File: config.mk
export PLATFORM = sky130hd
export DESIGN_NAME = mem_lsu
export DESIGN_NICKNAME = d
export VERILOG_FILES = /design/src/rtl/mem_lsu.sv
export SDC_FILE = /design/constraint.sdc
export NUM_CORES = 1
export LEC_CHECK = 0
export BUFFER_PORTS_ARGS = -buffer_cell sky130_fd_sc_hd__buf_4
export CORE_MARGIN = 4
export CORE_UTILIZATION = 45
export CTS_CLUSTER_SIZE = 12
export DETAILED_ROUTE_END_ITERATION = 10
export GPL_TIMING_DRIVEN = 0
export PLACE_DENSITY = 0.75
export SLEW_MARGIN = 20
export SYNTH_ARGS = -nofsm -noshare
export SYNTH_HDL_FRONTEND = slang
export SYNTH_SLANG_ARGS = --single-unit
File: constraint.sdc
create_clock -name i_clk -period 2.5 [get_ports i_clk]
set_input_delay 0.375 -clock i_clk [delete_from_list [all_inputs] [get_ports i_clk]]
set_output_delay 0.375 -clock i_clk [all_outputs]
set_load 0.01 [all_outputs]
File: src/rtl/mem_lsu.sv
// MEM-stage load/store unit: aligns loads/stores onto a word-wide req/gnt/rvalid bus,
// stalls the pipeline until the response, and reports misalignment and bus timeouts.
module mem_lsu #(
    parameter int unsigned TIMEOUT_CYCLES = 255
) (
    input  logic        i_clk,
    input  logic        i_reset,
    input  logic        i_valid,
    input  logic        i_memRead,
    input  logic        i_memWrite,
    input  logic [2:0]  i_funct3,
    input  logic [31:0] i_memAddr,
    input  logic [31:0] i_wrData,
    output logic        o_stall,
    output logic        o_done,
    output logic [31:0] o_readData,
    output logic        o_misalign,
    output logic        o_busErr,
    output logic        o_busReq,
    output logic        o_busWe,
    output logic [31:0] o_busAddr,
    output logic [31:0] o_busWdata,
    output logic [3:0]  o_busBe,
    input  logic        i_busGnt,
    input  logic        i_busRvalid,
    input  logic [31:0] i_busRdata
);
    localparam int unsigned CNT_W = $clog2(TIMEOUT_CYCLES + 1);
    localparam logic [CNT_W-1:0] CNT_LAST = CNT_W'(TIMEOUT_CYCLES - 1);

    typedef enum logic [1:0] {S_IDLE, S_REQ, S_WAIT, S_RESP} state_t;

    state_t           r_state, w_state_next;
    logic [CNT_W-1:0] r_cnt, w_cnt_next;
    logic [1:0]       r_lane;
    logic [2:0]       r_funct3;
    logic             r_isLoad;
    logic             r_done, r_misalign, r_busErr, r_busReq, r_busWe;
    logic [31:0]      r_readData, r_busAddr, r_busWdata;
    logic [3:0]       r_busBe;

    logic        w_accept, w_misalign, w_setMisalign, w_setErr, w_capture;
    logic [3:0]  w_be;
    logic [31:0] w_wdata, w_shifted, w_loadData;

    assign w_accept   = (r_state == S_IDLE) & i_valid & (i_memRead | i_memWrite);
    assign w_misalign = ((i_funct3[1:0] == 2'b01) & i_memAddr[0])
                      | (i_funct3[1] & (i_memAddr[1:0] != 2'b00));

    // Store lane replication and byte enables; reads always enable every lane
    always_comb begin
        w_wdata = i_wrData;
        w_be    = 4'b1111;
        if (!i_funct3[1]) begin
            if (i_funct3[0]) begin
                w_wdata = {2{i_wrData[15:0]}};
                w_be    = 4'b0011 << {i_memAddr[1], 1'b0};
            end else begin
                w_wdata = {4{i_wrData[7:0]}};
                w_be    = 4'b0001 << i_memAddr[1:0];
            end
        end
        if (i_memRead) begin
            w_be = 4'b1111;
        end
    end

    // Load extraction from the addressed lane with sign/zero extension
    assign w_shifted = i_busRdata >> {r_lane, 3'b000};
    always_comb begin
        w_loadData = w_shifted;
        if (!r_funct3[1]) begin
            if (r_funct3[0]) begin
                w_loadData = r_funct3[2] ? {16'h0000, w_shifted[15:0]}
                                         : {{16{w_shifted[15]}}, w_shifted[15:0]};
            end else begin
                w_loadData = r_funct3[2] ? {24'h000000, w_shifted[7:0]}
                                         : {{24{w_shifted[7]}}, w_shifted[7:0]};
            end
        end
    end

    // Next-state logic; gnt/rvalid take priority over an expiring timeout
    always_comb begin
        w_state_next  = r_state;
        w_cnt_next    = r_cnt;
        w_setMisalign = 1'b0;
        w_setErr      = 1'b0;
        w_capture     = 1'b0;
        case (r_state)
            S_IDLE: begin
                if (w_accept) begin
                    w_cnt_next = '0;
                    if (w_misalign) begin
                        w_state_next  = S_RESP;
                        w_setMisalign = 1'b1;
                    end else begin
                        w_state_next = S_REQ;
                    end
                end
            end
            S_REQ: begin
                if (i_busGnt) begin
                    w_state_next = S_WAIT;
                    w_cnt_next   = r_cnt + CNT_W'(1);
                end else if (r_cnt >= CNT_LAST) begin
                    w_state_next = S_RESP;
                    w_setErr     = 1'b1;
                end else begin
                    w_cnt_next = r_cnt + CNT_W'(1);
                end
            end
            S_WAIT: begin
                if (i_busRvalid) begin
                    w_state_next = S_RESP;
                    w_capture    = r_isLoad;
                end else if (r_cnt >= CNT_LAST) begin
                    w_state_next = S_RESP;
                    w_setErr     = 1'b1;
                end else begin
                    w_cnt_next = r_cnt + CNT_W'(1);
                end
            end
            S_RESP: begin
                w_state_next = S_IDLE;
            end
            default: begin
                w_state_next = S_IDLE;
            end
        endcase
    end

    always_ff @(posedge i_clk) begin
        if (i_reset) begin
            r_state    <= S_IDLE;
            r_cnt      <= '0;
            r_lane     <= 2'b00;
            r_funct3   <= 3'b000;
            r_isLoad   <= 1'b0;
            r_done     <= 1'b0;
            r_misalign <= 1'b0;
            r_busErr   <= 1'b0;
            r_busReq   <= 1'b0;
            r_busWe    <= 1'b0;
            r_readData <= 32'h0;
            r_busAddr  <= 32'h0;
            r_busWdata <= 32'h0;
            r_busBe    <= 4'h0;
        end else begin
            r_state    <= w_state_next;
            r_cnt      <= w_cnt_next;
            r_done     <= (w_state_next == S_RESP);
            r_busReq   <= (w_state_next == S_REQ);
            r_misalign <= w_setMisalign;
            r_busErr   <= w_setErr;
            if (w_accept) begin
                r_lane   <= i_memAddr[1:0];
                r_funct3 <= i_funct3;
                r_isLoad <= i_memRead;
            end
            if (w_accept & ~w_misalign) begin
                r_busWe    <= ~i_memRead;
                r_busAddr  <= {i_memAddr[31:2], 2'b00};
                r_busWdata <= w_wdata;
                r_busBe    <= w_be;
            end
            if (w_capture) begin
                r_readData <= w_loadData;
            end else if (w_setMisalign | w_setErr) begin
                r_readData <= 32'h0;
            end
        end
    end

    assign o_stall    = w_accept | (r_state == S_REQ) | (r_state == S_WAIT);
    assign o_done     = r_done;
    assign o_readData = r_readData;
    assign o_misalign = r_misalign;
    assign o_busErr   = r_busErr;
    assign o_busReq   = r_busReq;
    assign o_busWe    = r_busWe;
    assign o_busAddr  = r_busAddr;
    assign o_busWdata = r_busWdata;
    assign o_busBe    = r_busBe;

endmodule
==> metrics.txt <==
run status=completed; Worst-Skew Late Latency=between 0.4 and 0.5 ns; Arr. time, crit path=between 2 and 3 ns; Clk pin slew, worst setup/hold paths=0.06 ns; Final Core Density=0.6650; Post-Syn Instances=626; hold crit path type=in2reg; Final nets=a little under 1000; Crit Path Category=reg2reg; Post-Route WL=around 18000 µm; initial antenna violation count=0; initial drt markers=422; minimum clock period=about 2.3 ns; met3 track demand over resource=0.09460; Routed WL per cell=approximately 18 µm; RSZ-0062 raised after global routing=false; busiest grt layer=met2; max frequency=0.4320 GHz; routability congestion estimate=0.9283; Placed Area=approximately 0.0071 mm²; remaining global-route overflow=0; Detailed Place HPWL=about 14000 µm; Placed Cells=just under 1000; Final Instance Area=0.007659 mm²; Slew Limit Fails=0; IO Count=212; Area Growth Syn to Fin=43.42%; Post-Route Setup TNS=0 ns; Power Total=0.006081 W; Global Route met1 Usage=0.3133; vias in the first global route=approximately 5600; # diodes=0; most frequent cells in the layout=buf_4, dfxtp_1, nand2_1, a21oi_1, nor2_1; share of the synthesized area in the top cell type=0.4461; Fillers=about 1000; post-route antenna net violation count=0; Setup violations, final=0; core area=around 0.012 mm²; layout cells sized above 1=0.3106; synth unique cells=53; largest net degree at the start of global routing=17; final worst path period share=0.9260; PwrDens=794.0 mW/mm²; # resized after CTS=0; kind of end point of the critical path=register; via/cell ratio=about 5.5; Num CTS Buffers=17; post-synthesis sequential area ratio=0.4461; most common cell after layout, fill and taps aside=buf_4; Worst-Margin Slew=about 0.81 ns; Req. time, crit path=2.85 ns; clock sink count=around 120; critical path peak fanout=10; Initial Utilization=0.4637; Worst slew margin=0.4596; Post-synth EDFFs=0; post-CTS setup buffer count=0; Bufs on Longest Clock Path=2; Worst Skew=approximately 0.0093 ns; Post-Layout Cell Count=1009; CP startpoint kind=register; cell accounting for the most synthesized area=dfxtp_1; vias=5598; # hold bufs at CTS=0; PortBufs=207; CTS tree=done; Die ar.=between 0.01 and 0.015 mm²; global-route track usage on met2=0.4486; Peak VDD IR=approximately 0.56 mV; Max Cap Viol=0; GRT Util Overall=0.2663; drt drc=0; Die Y=around 120 µm; Main synth FF type=dfxtp_1; Yosys reg bits=approximately 120; Pleak=3.318 nW; row cnt=39; Root Driver=clkbuf_16; Die W=between 100 and 150 µm; final hold violations=0; first-pass GRT wire length=28190 µm; Async SR Flop Fraction=0; Synth Cell Area=around 0.0053 mm²; syn_area_per_cell=8.531 µm²; top post-synthesis cells by area=dfxtp_1, nand2_1, a21oi_1; H-tree levels=4; first-pass iteration count of the detailed router=5; Synth warnings=0
-- power breakdown --
group          leakage, nW  total [W]  internal [W]  switching, W
clock network        0.283    0.00239       0.00147      0.000924
logic                 2.07    0.00152      0.000636      0.000888
registers            0.965    0.00217       0.00206      0.000107
-- registers in the layout (all words and copies together), names as in the netlist, 2 cells and up --
signal	count
o_busAddr	30
o_busBe	4
o_busWdata	32
o_readData	32
r_cnt	8
r_funct3	3
r_lane	2
r_state	2
-- path summary, 6_finish.rpt --
check                      start        endpoint  slack, ns  depth (start not counted)
hold / removal         i_memRead         o_busWe       0.19                          2
setup reg to reg      r_state[1]  o_readData[30]       0.18                          7
setup / recovery      r_state[1]  o_readData[30]       0.18                          7
hold reg to reg   o_busWdata[15]  o_busWdata[15]       0.45                          2
-- synthesized netlist by cell type (all sizes together), types with 2 or more instances --
master	n
xnor2	2
ha	8
nand2	116
a221o	8
a311oi	3
nor3	6
nand3	23
o21ai	16
o211ai	5
nand2b	19
o31ai	2
o211a	2
a211oi	18
a21oi	69
a221oi	2
a32o	7
inv	7
a211o	25
clkbuf	29
buf	21
mux2i	24
dfxtp	119
or2	2
nor2b	17
o2bb2ai	8
nor2	41
o21ba	2
nand3b	5
and2b	2
nor4	2
-- logic make-up after synthesis --
| logic type | share of synthesized area |
|---|---|
| simple gates | 0.2015 |
| compound gates | 0.2327 |
| fa+ha+maj | 0.01874 |
| xor+xnor | 0.003281 |
| mux | 0.04920 |
| buf+inv | 0.04780 |
| other cells | 0.0007022 |
| flops | 0.4461 |
-- layout make-up --
class | instances | area (µm²) | share of cell area
repair buffers | 207 | 1554 | 0.2029
multi-input cells | 451 | 2706 | 0.3534
well taps | 143 | 178.9 | 0.02336
inverters | 7 | 26.28 | 0.003431
plain buffers | 50 | 229.0 | 0.02990
clock inverters | 15 | 156.4 | 0.02042
flip-flops and latches | 119 | 2382 | 0.3111
clock buffers | 17 | 425.4 | 0.05555
-- per-stage QoR --
| step | hold slack (ns) | setup WS [ns] |
|---|---|---|
| 3_3_place_gp | 0.4412 | 0.2511 |
| 2_1_floorplan | 0.4501 | 0.6521 |
| 6_report | 0.1914 | 0.1850 |
| 3_5_place_dp | 0.4467 | 0.1964 |
| 5_1_grt | 0.1915 | 0.02057 |
| 4_1_cts | 0.1716 | 0.1733 |
-- critical path, cell delays in order (launching register included) --
cell and delay (ns):
dfxtp_1 0.43, inv_1 0.13, ha_1 0.28, o211ai_2 0.20, a21oi_1 0.18, a311oi_2 0.50, buf_2 0.34, a221o_1 0.19
-- per-layer routing --
metal  vias to the layer above  part of all wire
met3                        38              0.10
met4                         0             0.025
met1                      2610              0.39
li1                       2669                 -
met5                         -                 0
met2                       281              0.49
Note: power is estimated with default switching activity, not from simulation.
